## src/rtl/imem_loader.sv

```systemverilog
// rtl/imem_loader.sv - boot-time byte-stream loader for the instruction memory write port
//
// Receives a word count N followed by 4*N little-endian bytes, packs each group
// of four bytes into a 32-bit word and writes the words to addresses 0..N-1.
// The core is held in reset while a session is in progress.
//
// Ports:
//   clk        system clock, rising edge
//   rstn       asynchronous active-low reset
//   start      single-cycle pulse; begins a load session from IDLE/DONE/ERR
//   in_data    stream byte
//   in_valid   in_data valid
//   in_ready   loader accepts a byte this cycle
//   mem_we     single-cycle instruction memory write strobe
//   mem_addr   word address of the write
//   mem_wdata  word to write
//   busy       load session in progress
//   done       last session completed without error (sticky)
//   err        last session rejected (sticky)
//   core_rstn  active-low core reset; low while loading and after a rejected session
module imem_loader #(
    parameter int DATA_WIDTH   = 32,
    parameter int ADDR_WIDTH   = 4,
    parameter int MEM_CAPACITY = 10
) (
    input  logic                  clk,
    input  logic                  rstn,
    input  logic                  start,
    input  logic [7:0]            in_data,
    input  logic                  in_valid,
    output logic                  in_ready,
    output logic                  mem_we,
    output logic [ADDR_WIDTH-1:0] mem_addr,
    output logic [DATA_WIDTH-1:0] mem_wdata,
    output logic                  busy,
    output logic                  done,
    output logic                  err,
    output logic                  core_rstn
);

    localparam logic [7:0] MAX_N = 8'(MEM_CAPACITY);

    typedef enum logic [2:0] {
        S_IDLE,
        S_LEN,
        S_DATA,
        S_WRITE,
        S_DONE,
        S_ERR
    } state_t;

    state_t                state, state_nx;
    logic [7:0]            n_len, n_len_nx;
    logic [ADDR_WIDTH-1:0] idx, idx_nx;
    logic [1:0]            bcnt, bcnt_nx;
    logic [DATA_WIDTH-1:0] shreg, shreg_nx;
    logic [ADDR_WIDTH-1:0] mem_addr_nx;
    logic [DATA_WIDTH-1:0] mem_wdata_nx;
    logic                  done_nx, err_nx;
    logic                  in_ready_nx, mem_we_nx, busy_nx, core_rstn_nx;
    logic                  take;

    // in_ready is itself a register, so the handshake term has no input-to-output path.
    assign take = in_valid && in_ready;

    always_ff @(posedge clk or negedge rstn) begin
        if (!rstn) begin
            state     <= S_IDLE;
            n_len     <= '0;
            idx       <= '0;
            bcnt      <= '0;
            shreg     <= '0;
            mem_addr  <= '0;
            mem_wdata <= '0;
            done      <= 1'b0;
            err       <= 1'b0;
            in_ready  <= 1'b0;
            mem_we    <= 1'b0;
            busy      <= 1'b0;
            core_rstn <= 1'b1;
        end else begin
            state     <= state_nx;
            n_len     <= n_len_nx;
            idx       <= idx_nx;
            bcnt      <= bcnt_nx;
            shreg     <= shreg_nx;
            mem_addr  <= mem_addr_nx;
            mem_wdata <= mem_wdata_nx;
            done      <= done_nx;
            err       <= err_nx;
            in_ready  <= in_ready_nx;
            mem_we    <= mem_we_nx;
            busy      <= busy_nx;
            core_rstn <= core_rstn_nx;
        end
    end

    always_comb begin
        state_nx     = state;
        n_len_nx     = n_len;
        idx_nx       = idx;
        bcnt_nx      = bcnt;
        shreg_nx     = shreg;
        mem_addr_nx  = mem_addr;
        mem_wdata_nx = mem_wdata;
        done_nx      = done;
        err_nx       = err;

        case (state)
            S_IDLE, S_DONE, S_ERR: begin
                if (start) begin
                    state_nx = S_LEN;
                    done_nx  = 1'b0;
                    err_nx   = 1'b0;
                    idx_nx   = '0;
                    bcnt_nx  = '0;
                end
            end
            S_LEN: begin
                if (take) begin
                    if (in_data == 8'd0 || in_data > MAX_N) begin
                        state_nx = S_ERR;
                        err_nx   = 1'b1;
                    end else begin
                        n_len_nx = in_data;
                        state_nx = S_DATA;
                    end
                end
            end
            S_DATA: begin
                if (take) begin
                    // Shift in from the top: after four bytes, byte 0 sits in bits [7:0].
                    shreg_nx = {in_data, shreg[DATA_WIDTH-1:8]};
                    bcnt_nx  = bcnt + 2'd1;
                    if (bcnt == 2'd3) begin
                        state_nx     = S_WRITE;
                        mem_addr_nx  = idx;
                        mem_wdata_nx = {in_data, shreg[DATA_WIDTH-1:8]};
                    end
                end
            end
            S_WRITE: begin
                if (8'(idx) == n_len - 8'd1) begin
                    state_nx = S_DONE;
                    done_nx  = 1'b1;
                end else begin
                    idx_nx   = idx + 1'b1;
                    state_nx = S_DATA;
                end
            end
            default: state_nx = S_IDLE;
        endcase

        // Output registers are loaded from the next state so they line up with it.
        in_ready_nx  = (state_nx == S_LEN) || (state_nx == S_DATA);
        mem_we_nx    = (state_nx == S_WRITE);
        busy_nx      = (state_nx == S_LEN) || (state_nx == S_DATA) || (state_nx == S_WRITE);
        core_rstn_nx = !(busy_nx || (state_nx == S_ERR));
    end

endmodule
```

## config.mk

```make
export PLATFORM = sky130hd
export DESIGN_NAME = imem_loader
export DESIGN_NICKNAME = d
export VERILOG_FILES = /design/src/rtl/imem_loader.sv
export SDC_FILE = /design/constraint.sdc
export NUM_CORES = 1
export LEC_CHECK = 0
export CORE_MARGIN = 4
export CORE_UTILIZATION = 53
export CTS_BUF_LIST = sky130_fd_sc_hd__clkbuf_4 sky130_fd_sc_hd__clkbuf_8 sky130_fd_sc_hd__clkbuf_16
export CTS_CLUSTER_SIZE = 8
export DETAILED_ROUTE_END_ITERATION = 10
export HOLD_SLACK_MARGIN = 0.06
export PLACE_DENSITY_LB_ADDON = 0.15
export SLEW_MARGIN = 20
export SYNTH_ARGS = -nofsm -noshare
export SYNTH_HDL_FRONTEND = slang
export SYNTH_SLANG_ARGS = --single-unit
export TNS_END_PERCENT = 100
```

## constraint.sdc

```tcl
create_clock -name clk -period 2.46 [get_ports clk]
set_input_delay 0.246 -clock clk [delete_from_list [all_inputs] [get_ports clk]]
set_output_delay 0.246 -clock clk [all_outputs]
set_load 0.01 [all_outputs]
```

==> reports/qor.csv, run 1 <==
metric,value,unit
diodes_inserted,0,
outcome,completed,
postSynth.asyncResetShare,100,%
cts_buffers,9,
cp.required,2.67,ns
place.gp.congestion,0.770,
power_per_cell_area,729,mW/mm^2
ys_seq_area_share,60.4,%
final_cycle_share,88.4,%
detailed_place_hpwl,4460,um
synth.ff_latch_count,83,
ir_worst_vdd,0.477,mV
routed_wirelength,6430,um
layout_setup_ws,0.285,ns
antenna_violations_before_repair,0,
post_cts_resize_count,0,
cts_htree_levels,3,
post_cts_setup_buffers,0,
grt_pass1_wl,10400,um
initial_core_util,54.5,%
min_path_type,input pin to async pin,
route.vias.total,2120,
routed_len_inst,16.3,um
synthesis.yosys.warnings,0,
hold_violations,0,
post_synth_inst_count,249,
multiInputGateArea,0.00129,sq mm
cts_num_sinks,83,
tightest_slew,0.510,ns
cts-root-buf,sky130_fd_sc_hd__clkbuf_8,
start_kind,flip-flop,
synth-edff-count,0,
die_span_y,88.6,um
final-seq-area,0.00208,sq mm
maxSlewViolCount,0,
drive_gt1_share,29.7,%
io_pins,54,
global_route.overflow_total,0,
clkSlewWorstSetupHoldPaths,0.08,ns
timing.critical_path.cells,"inv_1, ha_1, or3b_1, o31ai_1, nand3_1, o31ai_2, nor2b_1",
end_kind,flip-flop,
grt_pass1_vias,2012,
drv_cap,0,
timing.setup.tns,0,ns
fill_cells,463,
p_leak,2.10,nW
synth_top_cells_by_count,"sky130_fd_sc_hd__dfrtp_1, sky130_fd_sc_hd__mux2_2, sky130_fd_sc_hd__nand2_1, sky130_fd_sc_hd__inv_1, sky130_fd_sc_hd__o21ai_0",
placement_rows,29,
nets,327,
post_synth_num_cell_types,41,
max_freq,0.460,GHz
ant_nets,0,
rsz0062_at_grt,false,
clock_path_buffers,2,
grt_util_all_layers,17.7,%
dominantRegCellSynth,sky130_fd_sc_hd__dfrtp_1,
cts_tree,yes,
drt-initial-drc-count,120,
layout-area-overhead-vs-synth,25.2,%
die_w,88.6,um
finalWorstPathRequiredPeriod,2.18,ns
synth_top_area_cell,sky130_fd_sc_hd__dfrtp_1,
timing.critical_path.slowest_cell_delay,0.45,ns
synth_top_area_share,59.6,%
setup_viol,0,
coreArea,0.00631,sq mm
die_footprint,0.00785,sq mm
avgSynthCellArea,13.8,sq um
maximum_clock_skew_at_final_layout,0.0104,ns
remaining_design_rule_violation_count,0,
post-synth-top-count-cell,sky130_fd_sc_hd__dfrtp_1,
post_drt_via_cell_ratio,5.38,
synth.net_count,264,
grt_max_degree,46,
path_max_fanout,6,
worst_skew_late_latency,0.34,ns
yosys-top-cells-area,"sky130_fd_sc_hd__dfrtp_1, sky130_fd_sc_hd__mux2_2, sky130_fd_sc_hd__nand2_1",
place_worst_setup_slack,0.165,ns
drtPass1Iterations,4,
worst-endpoint-arrival,2.39,ns
i_o_buffers,53,
worstSetupPathType,flip-flop to flip-flop,
slew_headroom,66.0,%
critical_path.slowest_cell,sky130_fd_sc_hd__dfrtp_1,
netlist_area_pre_place,0.00344,sq mm
-- per-stage QoR --
| step | instances | hold slack (ns) | area [sq um] | total power (W) | util [%] |
|---|---|---|---|---|---|
| floorplan | 249 | -0.0496 | 3440 | 0.00196 | - |
| global placement | 377 | 0.246 | 4090 | 0.00216 | 64.8 |
| detailed placement | 377 | 0.248 | 4090 | 0.00217 | 64.8 |
| CTS | 394 | 0.421 | 4310 | 0.00317 | 68.2 |
| global route | 394 | 0.444 | 4310 | 0.00331 | 68.2 |
| finish | 394 | 0.416 | 4310 | 0.00314 | 68.2 |
-- final cells by class --
cell class | count | share of cell area, %
Tap cell | 77 | 2.24
Clock inverter | 5 | 1.42
Timing Repair Buffer | 61 | 14.0
Clock buffer | 11 | 3.37
Sequential cell | 83 | 48.2
Inverter | 8 | 0.697
Multi-Input combinational cell | 149 | 30.0
-- timing repair --
item,4_1_cts,5_1_grt
hold buffers,1,0
endpoints found under the setup margin,0,0
hold endpoints to repair,37,0
-- final timing paths --
| kind | cells after the start | start | endpoint | slack [ns] |
|---|---|---|---|---|
| worst max register to register | 7 | n_len[0] | busy | 0.28 |
| min in group clk | 1 | done | done | 0.50 |
| worst min register to register | 1 | done | done | 0.50 |
| worst max-delay path | 7 | n_len[0] | busy | 0.28 |
| worst min-delay path | 2 | rstn | mem_addr[0] | 0.42 |
| max in group asynchronous | 3 | rstn | mem_wdata[15] | 1.43 |
-- report_power, final --
part	total, W	switching, W	leakage (nW)	internal, W
Clock	0.000992	0.000480	0.0956	0.000512
Combinational	0.000569	0.000283	0.861	0.000286
Sequential	0.00158	0.000114	1.14	0.00146
Total	0.00314	0.000877	2.10	0.00226
-- cells in the final DEF (no fill, tap or decap), types with 2 or more instances in the layout --
cell type,synthesis,layout
sky130_fd_sc_hd__dfrtp_1,82,82
sky130_fd_sc_hd__mux2_2,63,63
sky130_fd_sc_hd__clkdlybuf4s50_1,0,52
sky130_fd_sc_hd__nand2_1,12,11
sky130_fd_sc_hd__clkbuf_8,0,10
sky130_fd_sc_hd__inv_1,8,8
sky130_fd_sc_hd__o21ai_0,8,8
sky130_fd_sc_hd__buf_4,0,7
sky130_fd_sc_hd__nor2_1,5,5
sky130_fd_sc_hd__nor3_1,4,4
sky130_fd_sc_hd__xnor2_1,4,4
sky130_fd_sc_hd__nand3_1,4,4
sky130_fd_sc_hd__nand2b_1,4,4
sky130_fd_sc_hd__and2_1,4,4
sky130_fd_sc_hd__mux2i_1,4,4
sky130_fd_sc_hd__nor2b_1,3,3
sky130_fd_sc_hd__a21oi_1,3,3
sky130_fd_sc_hd__ha_1,3,3
sky130_fd_sc_hd__clkinvlp_4,0,3
sky130_fd_sc_hd__nor4_1,2,2
sky130_fd_sc_hd__o31ai_1,2,2
sky130_fd_sc_hd__or3_1,2,2
sky130_fd_sc_hd__or4_1,2,2
sky130_fd_sc_hd__a21o_1,2,2
-- sequential cells by signal, indices dropped and copies added, names as in the netlist --
| signal | flops |
|---|---|
| mem_addr | 4 |
| mem_we | 1 |
| mem_wdata | 32 |
| n_len | 8 |
| shreg | 24 |
| bcnt | 2 |
| done | 1 |
| in_ready | 1 |
| err | 1 |
| state | 3 |
| core_rstn | 1 |
| idx | 4 |
| busy | 1 |
-- critical path, delay by kind of cell (launching register included) --
| kind | cells | cell delay [ns] |
|---|---|---|
| AOI/OAI and AO/OA | 2 | 0.58 |
| adders and majority gates | 1 | 0.20 |
| buffers and inverters | 1 | 0.08 |
| DFF | 1 | 0.45 |
| and+or+nand+nor | 3 | 0.74 |
-- logic make-up after synthesis --
| group | after synthesis | synth area share [%] |
|---|---|---|
| simple gates | 51 | 8.72 |
| mux | 67 | 21.8 |
| flops | 83 | 60.4 |
| xor+xnor | 5 | 1.27 |
| buf+inv | 17 | 2.11 |
| compound gates | 23 | 4.65 |
| fa+ha+maj | 3 | 1.09 |
-- routing by layer --
metal / part of all wire, % / GRT usage, % / vias up
li1: - / - / 998
met2: 46 / 26.9 / 54
met5: 0 / 0 / -
met4: 1.6 / 6.59 / 0
met1: 46 / 24.6 / 1057
met3: 5.5 / 4.56 / 11
Note: power is estimated with default switching activity, not from simulation.
==> run 2: changes to the inputs <==
--- a/config.mk
+++ b/config.mk
@@ -6,7 +6,7 @@
 export NUM_CORES = 1
 export LEC_CHECK = 0
 export CORE_MARGIN = 4
-export CORE_UTILIZATION = 53
+export CORE_UTILIZATION = 35
 export CTS_BUF_LIST = sky130_fd_sc_hd__clkbuf_4 sky130_fd_sc_hd__clkbuf_8 sky130_fd_sc_hd__clkbuf_16
 export CTS_CLUSTER_SIZE = 8
 export DETAILED_ROUTE_END_ITERATION = 10
==> run 2 against run 1 <==
Critical path depth stayed put. Worst hold slack better by 0.043 ns. Clock power hardly changed. Flip-flop and latch count did not move. Via count grew 2.2%. Sequential power barely moved. Utilization down 22 points. Final area is 1.9% higher. First-iteration DRC count decreased by 59%. Largest cell class unchanged. Highest routed layer unchanged.
==> reports/qor.csv, run 2 (synthesized netlist as in run 1, its figures left out) <==
metric,value,unit
die_span_y,107,um
place.detailed.instances,430,
drt-initial-drc-count,49,
worst-endpoint-arrival,2.44,ns
ant_nets,0,
worstSetupPathType,flip-flop to flip-flop,
antenna_violations_before_repair,0,
slew_headroom,60.2,%
cts_num_sinks,83,
place.gp.congestion,0.786,
leading_cell_types_in_the_layout_fill_and_taps_excluded,"sky130_fd_sc_hd__dfrtp_1, sky130_fd_sc_hd__mux2_2, sky130_fd_sc_hd__clkdlybuf4s50_1, sky130_fd_sc_hd__nand2_1, sky130_fd_sc_hd__clkbuf_8",
cts-root-buf,sky130_fd_sc_hd__clkbuf_8,
cts_tree,yes,
hold_violations,0,
drv_cap,0,
power_report.internal_total,0.00224,W
path_max_fanout,6,
rsz0062_at_grt,false,
detailed_place_hpwl,4730,um
final_cycle_share,88.3,%
clock_path_buffers,2,
maxSlewViolCount,0,
nets,328,
post_cts_setup_buffers,0,
i_o_buffers,53,
regMostFlops,mem_wdata,
drive_gt1_share,29.9,%
timing.critical_path.slowest_cell_delay,0.44,ns
timing.setup.tns,0,ns
largest_register_ff_count,32,
route.vias.total,2167,
power_switching_share,28.8,%
grt_pass1_vias,2313,
tightest_slew,0.598,ns
clkSlewWorstSetupHoldPaths,0.09,ns
pwr-share-seq,50.0,%
p_clk_share,31.9,%
drtPass1Iterations,5,
post-route-cell-area,0.00439,sq mm
path_depth_of_the_worst_reg2reg_path,7,
fin_hold_ws,0.458,ns
setup_viol,0,
grt_util_all_layers,13.1,%
io_pins,54,
final_common_cell,sky130_fd_sc_hd__dfrtp_1,
cp.required,2.73,ns
routed_len_inst,15.4,um
timing.critical_path.cells,"inv_1, ha_1, or3b_1, o31ai_1, nand3_1, o21ai_0, mux2i_1",
global_route.overflow_total,0,
maximum_clock_skew_at_final_layout,0.0137,ns
grt_max_degree,46,
diodes_inserted,0,
grt_pass1_wl,11800,um
non_filler_instance_count_after_layout,447,
die_footprint,0.0115,sq mm
start_kind,flip-flop,
worst_skew_late_latency,0.35,ns
postPlaceCellArea,0.00418,sq mm
min_path_type,input pin to async pin,
remaining_design_rule_violation_count,0,
layout-area-overhead-vs-synth,27.6,%
critical_path.slowest_cell,sky130_fd_sc_hd__dfrtp_1,
p_leak,2.11,nW
power.net_switching,0.000909,W
fill_cells,843,
outcome,completed,
largest_registers,"mem_wdata: 32 flops, shreg: 24 flops, n_len: 8 flops",
post_drt_via_cell_ratio,4.85,
die_w,107,um
finalWorstPathRequiredPeriod,2.17,ns
end_kind,flip-flop,
placement_rows,35,
coreArea,0.00942,sq mm
comb_power_share,18.1,%
initial_core_util,36.6,%
ir_worst_vdd,0.296,mV
max_freq,0.460,GHz
cts_htree_levels,3,
power_per_cell_area,718,mW/mm^2
post_cts_resize_count,0,
cts_buffers,9,
routed_wirelength,6880,um
## run 2: per-layer routing
| metal | GRT usage (%) | part of all wire [%] |
|---|---|---|
| met5 | 0 | 0 |
| met2 | 19.7 | 45 |
| met1 | 17.6 | 47 |
| met4 | 5.30 | 1.9 |
| met3 | 3.91 | 5.9 |
## run 2: final timing paths
path                               startpoint             to  slack [ns]
worst max-delay path                 n_len[0]         idx[3]        0.29
worst min-delay path                     rstn    mem_addr[0]        0.46
worst max register to register       n_len[0]         idx[3]        0.29
worst min register to register  mem_wdata[27]  mem_wdata[27]        0.50
max in group asynchronous                rstn  mem_wdata[27]        1.35
min in group clk                mem_wdata[27]  mem_wdata[27]        0.50
## run 2: worst max-delay path, delay by kind of cell (launching register included)
kind	cells	cell delay (ns)
mux	1	0.22
simple gates	2	0.65
buf+inv	1	0.08
flops	1	0.44
compound gates	2	0.49
fa+ha+maj	1	0.20
## run 2: area by class of cell
type | count | area [sq um] | area share, %
multi-input combinational | 149 | 1290 | 29.5
inverter | 8 | 30.0 | 0.684
clock inverter | 6 | 72.6 | 1.65
timing repair buffer | 62 | 623 | 14.2
tap | 129 | 161 | 3.68
clock buffer | 10 | 131 | 2.99
sequential | 83 | 2080 | 47.3
## run 2: power by group through the flow
stage / logic (W) / clock network (W) / registers, W
after floorplan: 0.000390 / 0 / 0.00157
after global placement: 0.000567 / 0 / 0.00160
after detailed placement: 0.000573 / 0 / 0.00160
after global routing: 0.000637 / 0.00110 / 0.00160
after CTS: 0.000577 / 0.00105 / 0.00158
final: 0.000571 / 0.00101 / 0.00158
## run 2: stage by stage
step | power, W | worst slack, ns | util, %
after floorplan | 0.00196 | 0.536 | -
after global placement | 0.00217 | 0.202 | 44.4
after detailed placement | 0.00218 | 0.147 | 44.4
after CTS | 0.00320 | 0.279 | 46.6
after global routing | 0.00334 | 0.0885 | 46.6
final | 0.00315 | 0.288 | 46.6
## run 2: what timing repair did
item	in CTS	in global routing
setup endpoints to repair	0	0
hold endpoints to repair	43	0
hold buffers	1	0
